--- src/rtl/ahb_pkg.sv ---
// ahb_pkg: AHB transfer/response encodings and bus widths shared by the matrix slave port.
package ahb_pkg;
    localparam int ADDR_W = 32;
    localparam int DATA_W = 32;
    typedef enum logic [1:0] {
        HTRANS_IDLE   = 2'b00,
        HTRANS_BUSY   = 2'b01,
        HTRANS_NONSEQ = 2'b10,
        HTRANS_SEQ    = 2'b11
    } htrans_e;
    localparam logic [1:0] HRESP_OKAY  = 2'b00;
    localparam logic [1:0] HRESP_ERROR = 2'b01;
    function automatic int ptr_w(input int n);
        return (n > 1) ? $clog2(n) : 1;
    endfunction
endpackage

--- src/rtl/ahb_rr_arbiter.sv ---
// ahb_rr_arbiter: one-hot round-robin grant, searching upward from i_ptr with wrap.
module ahb_rr_arbiter
    import ahb_pkg::*;
#(
    parameter int MNUM = 8,
    parameter int PW   = 3
) (
    input  logic [MNUM-1:0] i_req,
    input  logic [PW-1:0]   i_ptr,
    output logic [MNUM-1:0] o_gnt
);
    logic [PW:0]   w_sum;
    logic [PW-1:0] w_idx;
    logic          w_found;

    always_comb begin
        o_gnt   = '0;
        w_found = 1'b0;
        w_sum   = '0;
        w_idx   = '0;
        for (int i = 0; i < MNUM; i++) begin
            w_sum = {1'b0, i_ptr} + (PW+1)'(i);
            w_idx = PW'((w_sum >= (PW+1)'(MNUM)) ? w_sum - (PW+1)'(MNUM) : w_sum);
            if (!w_found && i_req[w_idx]) begin
                o_gnt[w_idx] = 1'b1;
                w_found      = 1'b1;
            end
        end
    end
endmodule

--- src/rtl/ahb_matrix_slave_port.sv ---
// ahb_matrix_slave_port: per-slave output stage of the AHB multi-layer matrix.
// Arbitrates masters, muxes address/control and write data, returns per-master HREADY.
module ahb_matrix_slave_port
    import ahb_pkg::*;
#(
    parameter int MNUM = 8
) (
    input  logic                     hclk,
    input  logic                     hreset,
    input  logic [MNUM*ADDR_W-1:0]   im_haddr,
    input  logic [MNUM*2-1:0]        im_htrans,
    input  logic [MNUM-1:0]          im_hwrite,
    input  logic [MNUM*3-1:0]        im_hsize,
    input  logic [MNUM*3-1:0]        im_hburst,
    input  logic [MNUM*4-1:0]        im_hprot,
    input  logic [MNUM*DATA_W-1:0]   im_hwdata,
    output logic [DATA_W-1:0]        om_hrdata,
    output logic [MNUM-1:0]          om_hready,
    output logic [1:0]               om_hresp,
    output logic [ADDR_W-1:0]        os_haddr,
    output logic [1:0]               os_htrans,
    output logic                     os_hwrite,
    output logic [2:0]               os_hsize,
    output logic [2:0]               os_hburst,
    output logic [3:0]               os_hprot,
    output logic [DATA_W-1:0]        os_hwdata,
    output logic                     os_hsel,
    input  logic [DATA_W-1:0]        is_hrdata,
    input  logic                     is_hready,
    input  logic [1:0]               is_hresp
);
    localparam int PW = ptr_w(MNUM);

    if (MNUM < 1 || MNUM > 16) begin : g_bad_mnum
        $fatal(1, "ahb_matrix_slave_port: MNUM=%0d outside 1..16", MNUM);
    end

    logic [MNUM-1:0] r_downer;
    logic [MNUM-1:0] r_aowner;
    logic [PW-1:0]   r_rrptr;
    logic [MNUM-1:0] w_req;
    logic [MNUM-1:0] w_active;
    logic [MNUM-1:0] w_nonseq;
    logic [MNUM-1:0] w_hold;
    logic [MNUM-1:0] w_rr_gnt;
    logic [MNUM-1:0] w_grant;
    logic [PW-1:0]   w_next_ptr;
    logic            w_ptr_upd;

    // The current owner keeps the bus through a burst, and also for a pipelined
    // NONSEQ while it owns the data phase, so it never sees two HREADY sources.
    always_comb begin
        w_req    = '0;
        w_active = '0;
        w_nonseq = '0;
        w_hold   = '0;
        for (int m = 0; m < MNUM; m++) begin
            w_req[m]    = im_htrans[2*m+1];
            w_active[m] = im_htrans[2*m+:2] != HTRANS_IDLE;
            w_nonseq[m] = im_htrans[2*m+:2] == HTRANS_NONSEQ;
            w_hold[m]   = r_aowner[m] && (im_htrans[2*m+:2] == HTRANS_SEQ ||
                          im_htrans[2*m+:2] == HTRANS_BUSY || (r_downer[m] && w_nonseq[m]));
        end
    end

    ahb_rr_arbiter #(.MNUM(MNUM), .PW(PW)) u_arb (
        .i_req (w_req),
        .i_ptr (r_rrptr),
        .o_gnt (w_rr_gnt)
    );

    assign w_grant   = hreset ? '0 : (|w_hold ? w_hold : w_rr_gnt);
    assign os_hsel   = |w_grant;
    assign om_hrdata = is_hrdata;
    assign om_hresp  = is_hresp;

    always_comb begin
        os_haddr   = '0;
        os_htrans  = HTRANS_IDLE;
        os_hwrite  = 1'b0;
        os_hsize   = '0;
        os_hburst  = '0;
        os_hprot   = '0;
        os_hwdata  = '0;
        om_hready  = '1;
        w_ptr_upd  = 1'b0;
        w_next_ptr = '0;
        for (int m = 0; m < MNUM; m++) begin
            if (w_grant[m]) begin
                os_haddr  = im_haddr[ADDR_W*m+:ADDR_W];
                os_htrans = im_htrans[2*m+:2];
                os_hwrite = im_hwrite[m];
                os_hsize  = im_hsize[3*m+:3];
                os_hburst = im_hburst[3*m+:3];
                os_hprot  = im_hprot[4*m+:4];
                if (w_nonseq[m]) begin
                    w_ptr_upd  = 1'b1;
                    w_next_ptr = (m == MNUM-1) ? '0 : PW'(m+1);
                end
            end
            if (r_downer[m] && !hreset)
                os_hwdata = im_hwdata[DATA_W*m+:DATA_W];
            om_hready[m] = hreset || ((r_downer[m] || w_grant[m]) ? is_hready : !w_req[m]);
        end
    end

    always_ff @(posedge hclk) begin
        if (hreset) begin
            r_downer <= '0;
            r_aowner <= '0;
            r_rrptr  <= '0;
        end else if (is_hready) begin
            r_downer <= w_grant & w_active;
            r_aowner <= w_grant;
            if (w_ptr_upd)
                r_rrptr <= w_next_ptr;
        end
    end
endmodule

--- config.mk ---
export PLATFORM = sky130hd
export DESIGN_NAME = ahb_matrix_slave_port
export DESIGN_NICKNAME = d
export VERILOG_FILES = /design/src/rtl/ahb_pkg.sv /design/src/rtl/ahb_rr_arbiter.sv /design/src/rtl/ahb_matrix_slave_port.sv
export SDC_FILE = /design/constraint.sdc
export NUM_CORES = 1
export LEC_CHECK = 0
export ABC_AREA = 1
export BUFFER_PORTS_ARGS = -buffer_cell sky130_fd_sc_hd__buf_2
export CAP_MARGIN = 0
export CORE_AREA = 2 2 302 304
export DETAILED_ROUTE_END_ITERATION = 7
export DIE_AREA = 0 0 304 306
export MAX_ROUTING_LAYER = met4
export PLACE_DENSITY_LB_ADDON = 0.15
export SYNTH_ARGS = -nofsm -noshare
export SYNTH_HDL_FRONTEND = slang
export SYNTH_SLANG_ARGS = --single-unit
--- constraint.sdc ---
create_clock -name hclk -period 4.3 [get_ports hclk]
set_clock_uncertainty 0.15 [all_clocks]
set_input_delay 0.86 -clock hclk [delete_from_list [all_inputs] [get_ports hclk]]
set_output_delay 0.86 -clock hclk [all_outputs]
set_load 0.05 [all_outputs]
==> After elaboration in Yosys (flattened, before gate mapping) <==
Cells that the tools add are included.
{ "classes": {"mux": 153, "order_cmp": 24, "bitwise": 8, "add_sub_neg": 15, "n_reduce_logical": 98, "eq_ne": 24} }
{ "op_table": {"columns": ["operator", "n"], "rows": [
  ["32-bit 2-to-1 mux", 16],
  ["3-bit 2-to-1 mux", 38],
  ["8-bit 2-to-1 mux", 10],
  ["1-bit 2-to-1 mux", 57],
  ["8-bit OR", 7],
  ["1-bit logical AND", 39],
  ["2-bit equality test, second input constant", 16],
  ["1-bit logical OR", 32],
  ["3-bit by 4-bit < comparator with 1-bit output, second input constant", 8],
  ["4-bit 2-to-1 mux", 8],
  ["4-bit >= comparator, second input constant", 7],
  ["1-bit binary-select mux with 3-bit select", 8],
  ["1-bit demux with 3-bit select", 8],
  ["3-bit by 1-bit >= comparator with 1-bit output, second input constant", 8],
  ["3-bit by 1-bit subtractor with 3-bit output, second input constant", 8],
  ["3-bit by 3-bit adder with 4-bit output, second input constant", 4],
  ["2-bit by 1-bit equality test with 1-bit output, second input constant", 8],
  ["1-bit zero test", 16],
  ["2-bit 2-to-1 mux", 8],
  ["2-bit nonzero test", 8],
  ["8-bit OR reduction", 2],
  ["3-bit by 2-bit adder with 4-bit output, second input constant", 2],
  ["8-bit bitwise AND", 1],
  ["3-bit by 1-bit adder with 4-bit output, second input constant", 1],
  ["2 further kinds", 2]
]} }
{ "totals": {"regBits": 19, "elab_cells": 325, "in_bits": 653} }

==> Logic depth before layout (Yosys ltp) <==
{ "depth": {"depth_word": 44, "depth_mapped": 28} }

==> By module <==
A second synthesis with hierarchy kept.
{ "hier_totals": {"cells_unflattened": 1816, "area_unflattened_um2": 8814.7} }
{ "modules_own_cells": {"columns": ["mod", "cells_each", "area_each_um2", "instances"], "rows": [
  ["ahb_matrix_slave_port", 1575, 7552.2, 1],
  ["ahb_rr_arbiter", 241, 1262.5, 1]
]} }

==> Worst setup path before layout <==
No wires, ideal clock.
{ "synth_timing": {"kind": "register -> output", "start": "reg r_rrptr[0]", "end": "out om_hready[0]", "path_buffers": 6, "stages_incl_launch_ff": 21, "arrival_time_ps": 4521, "setup_slack_ps": -1231, "cell_sequence": "dfxtp_1 > inv_2 > buf_6 > clkbuf_1 > ha_1 > inv_1 > buf_2 > nand3_1 > nand2_1 > nand2_1 > nand2_1 > buf_4 > nand3b_1 > nand3_1 > nor2_1 > nand3_2 > nand2_2 > inv_2 > buf_6 > buf_4 > o311ai_0"} }
{ "synth_between": {"elab_chain_cells": 31} }
{ "synth_lines": {"columns": ["element", "line_no", "source"], "rows": [
  ["start, declared", "ahb_matrix_slave_port.sv:40", "logic [PW-1:0] r_rrptr;"],
  ["start signal, assigned", "ahb_matrix_slave_port.sv:116", "r_rrptr <= w_next_ptr;"],
  ["branches (longest 25 deep; another with 3-bit by 1-bit adder with 4-bit output)", null, null],
  ["8-bit 2-to-1 mux (*)", "ahb_rr_arbiter.sv:24", "if (!w_found && i_req[w_idx]) begin"],
  ["8-bit 2-to-1 mux (*) (2 in a row)", "ahb_matrix_slave_port.sv:72", "assign w_grant = hreset ? '0 : (|w_hold ? w_hold : w_rr_gnt);"],
  ["1-bit logical OR (*)", "ahb_matrix_slave_port.sv:103", "om_hready[m] = hreset || ((r_downer[m] || w_grant[m]) ? is_hready : !w_req[m]);"],
  ["1-bit 2-to-1 mux (*)", "ahb_matrix_slave_port.sv:103", null],
  ["1-bit logical OR (*)", "ahb_matrix_slave_port.sv:103", null],
  ["end, declared", "ahb_matrix_slave_port.sv:18", "output logic [MNUM-1:0] om_hready,"]
]} }
Mark *: on every way between the ends. The select of a mux whose other input is x is not followed.

==> Worst setup path in the final report <==
{ "layout_timing": {"start": "in im_htrans[13]", "end": "out os_haddr[29]"} }
{ "layout_between": {"elab_chain_cells": 34} }
{ "layout_lines": {"columns": ["element", "line_no", "source"], "rows": [
  ["start, declared", "ahb_matrix_slave_port.sv:11", "input logic [MNUM*2-1:0] im_htrans,"],
  ["1-bit binary-select mux with 3-bit select", "ahb_rr_arbiter.sv:24", null],
  ["1-bit 2-to-1 mux (implied by the code)", "ahb_rr_arbiter.sv:24", null],
  ["1-bit 2-to-1 mux", "ahb_rr_arbiter.sv:24", null],
  ["1-bit zero test", "ahb_rr_arbiter.sv:24", null],
  ["1-bit logical AND", "ahb_rr_arbiter.sv:24", null],
  ["1-bit 2-to-1 mux", "ahb_rr_arbiter.sv:24", null],
  ["1-bit zero test", "ahb_rr_arbiter.sv:24", null],
  ["1-bit logical AND", "ahb_rr_arbiter.sv:24", null],
  ["(+11 left out)", null, null],
  ["1-bit logical AND", "ahb_rr_arbiter.sv:24", null],
  ["1-bit 2-to-1 mux", "ahb_rr_arbiter.sv:24", null],
  ["1-bit zero test", "ahb_rr_arbiter.sv:24", null],
  ["1-bit logical AND", "ahb_rr_arbiter.sv:24", null],
  ["8-bit 2-to-1 mux", "ahb_rr_arbiter.sv:24", null],
  ["8-bit 2-to-1 mux (*) (2 in a row)", "ahb_matrix_slave_port.sv:72", null],
  ["32-bit 2-to-1 mux (7 in a row)", "ahb_matrix_slave_port.sv:89", "if (w_grant[m]) begin"],
  ["32-bit 2-to-1 mux (*)", "ahb_matrix_slave_port.sv:89", null],
  ["end, declared", "ahb_matrix_slave_port.sv:20", "output logic [ADDR_W-1:0] os_haddr,"]
]} }
Mark *: on every way between the ends. The rest lies on a longest branch, timed or not. The select of a mux whose other input is x is not followed.

==> flow_summary_export.csv <==
group,metric,value,unit
status,outcome,"finished with violations",
status,violations,"negative setup slack",
synthesis,synth_top_cell_by_area,"nand2_1",
global_route,grt_start_max_net_pins,66,
floorplanning,fp-row-count,110,
worst_setup_path,cp_top_family,"simple AND/OR/NAND/NOR gates",
worst_setup_path,crit_arrival,3.53,ns
power,ir_worst_vdd,0.000140,V
synthesis,yosys.area_share.adder,0.00896,
worst_setup_path,path_buf_inv,7,
run,cap_violations,0,
synthesis,synth_top_area_share,0.240,
synthesis,seq_area_frac_synth,0.0454,
sta,slew_headroom,0.583,
worst_setup_path,start_kind,"primary input",
sta,hold_viol_final,0,
min_path,hold_path.class,"reg2reg",
synthesis,synth_mux_area_frac,0,
cts,clock-sinks,19,
floorplanning,num_io_pins,773,
synthesis,synth-edff-count,0,
global_route,grt.overflow.total,0,
routing,first_pass_iters,5,
finish,nNetsFinal,3167,
global_route,antenna_found_initial,17,
routing,routed.top_layer,"met4",
sta,post-route-period-util,1.06,
worst_setup_path,path_class,"in2out",
finish,final_cell_mix,"buf_2 (632), nand2_1 (415), buf_4 (197), nor2_1 (136), nand3_1 (109)",
cts,cts_tree,"built",
cts,cts_made_buffers,3,
finish,area_growth,124,%
routing,wl,76.8,mm
sta,whs,0.340,ns
sta,tightest_slew,0.626,ns
synthesis,synth_compound_area_frac,0.288,
worst_setup_path,crit_start,"im_htrans[13]",
worst_setup_path,cp_slowest_cell,"nor2_4",
placement,dp.cells,3597,
synthesis,ys_warn_count,0,
floorplanning,die_area,93000,um2
power,p_leak,9.20,nW
synthesis,yosys_most_used_dff,"dfxtp_1",
synthesis,syn_inst,1650,
cts,clockBufferDepth,2,
routing,via_per_inst,4.09,
routing,wl_per_cell,20.8,um
placement,placed_area,15400,um2
cts,clock_latency,0.27,ns
placement,portBuffers,704,
routing,wl_met3,3.99,mm
synthesis,synth_area,8380,um2
finish,design_area,18700,um2
routing,ant_nets,0,
finish,drive_gt1_frac,0.567,
power,power_density,310,nW/um2
sta,slew_violations,0,
global_route,grt_pass1_vias,15500,
synthesis,yosys.area_share.simple,0.505,
synthesis,synth_top_family_by_area,"simple AND/OR/NAND/NOR gates",
floorplanning,die_w,304,um
synthesis,async_reset_ff_frac,0,
synthesis,ys_ff_latch,19,
sta,max_freq,0.220,GHz
worst_setup_path,max_stage_delay,0.21,ns
floorplanning,die_h,306,um
floorplanning,design.core.area,89600,um2
synthesis,synth_xor_area_frac,0,
cts,clock-root-buffer,"clkbuf_16",
cts,cts-htree-levels,1,
sta,fin_ws,-0.240,ns
sta,rsz0062_at_grt,"yes",
worst_setup_path,cp_max_fo,8,
synthesis,synth_area_per_cell,5.08,um2
synthesis,netlist_top_cells_area,"nand2_1 (24%), nand3_1 (10%), nor2_1 (7.8%)",
finish,final_core_util,0.209,
worst_setup_path,r2r_start,"r_rrptr[0]",
worst_setup_path,cp.required,3.29,ns
finish,final_common_cell,"buf_2",
global_route,grt_pass1_wl,106,mm
sta,tns,-6.86,ns
placement,place_congestion,0.889,
routing,met2_length,39.2,mm
global_route,grt_usage,0.159,
sta,period_needed,4.54,ns
cts,clk_pin_slew_worst_paths,0.08,ns
placement,post-dp-hpwl,60.9,mm
finish,fin_cells,3693,
routing,route.detailed.drc,0,
sta,finalSetupViolCount,46,
synthesis,synth.distinct_cells,42,
floorplanning,initial_utilization,0.0935,
cts,holdBufCountCts,0,
routing,wl_met1,32.5,mm
min_path,min-delay-start,"r_aowner[6]",
routing,via_count,15100,
worst_setup_path,cpMostUsedCell,"nand2_4",
synthesis,syn_nets,2309,
routing,first_iter_violations,862,
worst_setup_path,critPathCaptureType,"primary output",
-- routing by layer --
layer | GRT usage | up-vias
met5 | - | -
met4 | 0.0224 | 0
met3 | 0.0196 | 72
met2 | 0.285 | 566
met1 | 0.194 | 7098
li1 | - | 7356
-- final cells by class --
cell class,count,area [um2]
fillers,10400,70900
multi-input cells,1377,8750
repair buffers,1015,7620
well taps,1176,1470
inverters,92,414
flip-flops and latches,19,385
clock buffers,3,75.1
diodes,10,25.0
clock inverters,1,5.00
-- tightest hold or removal path, cell delays in order, from the launching register on --
cell	delay, ns
dfxtp_1	0.33
nand2_1	0.06
a21oi_1	0.05
-- synthesized netlist by cell type, types with 8 or more instances --
| cell | n |
|---|---|
| a211oi_1 | 31 |
| a21boi_1 | 29 |
| a21oi_1 | 82 |
| buf_2 | 25 |
| buf_4 | 42 |
| buf_6 | 15 |
| clkbuf_1 | 77 |
| dfxtp_1 | 19 |
| inv_1 | 81 |
| inv_2 | 8 |
| nand2_1 | 537 |
| nand2_2 | 13 |
| nand3_1 | 173 |
| nand4_1 | 20 |
| nor2_1 | 174 |
| nor3_1 | 52 |
| o211ai_1 | 43 |
| o21ai_0 | 63 |
| o21ai_1 | 33 |
| o221a_2 | 11 |
| o22ai_1 | 34 |
| o311ai_0 | 40 |
-- worst paths after layout --
check | end | slack, ns | cells after the start
max reg2reg | r_rrptr[0] | 0.87 | 25
min reg2reg | r_aowner[6] | 0.34 | 2
min | r_aowner[6] | 0.34 | 2
max | os_haddr[29] | -0.24 | 26
-- flip-flops by register name, indices dropped and copies added (netlist names) --
register  cells
r_aowner      8
r_downer      8
r_rrptr       3
-- metrics by stage --
stage	power, W	setup WS, ns
after CTS	0.00560	-0.273
after detailed placement	0.00436	-0.628
after floorplan	0.00272	-0.245
after global placement	0.00438	-0.672
final	0.00581	-0.240
after global routing	0.00613	-0.373
-- repair_timing --
item                                    CTS  global route
setup buffers                            50            22
cloned                                   17             2
endpoints found under the setup margin   53            55
gates resized for setup                 423           200
pin swaps                                80            95
-- power by group --
part           switching (W)  internal (W)  total [W]
Sequential         0.0000127      0.000188   0.000201
Clock               0.000101      0.000126   0.000227
Combinational        0.00311       0.00227    0.00538
-- kinds of logic after synthesis --
| family | after synthesis |
|---|---|
| compound gates | 374 |
| fa+ha+maj | 6 |
| buf+inv | 258 |
| flops | 19 |
| simple gates | 993 |
No activity file was read; power rests on OpenSTA's default activity.
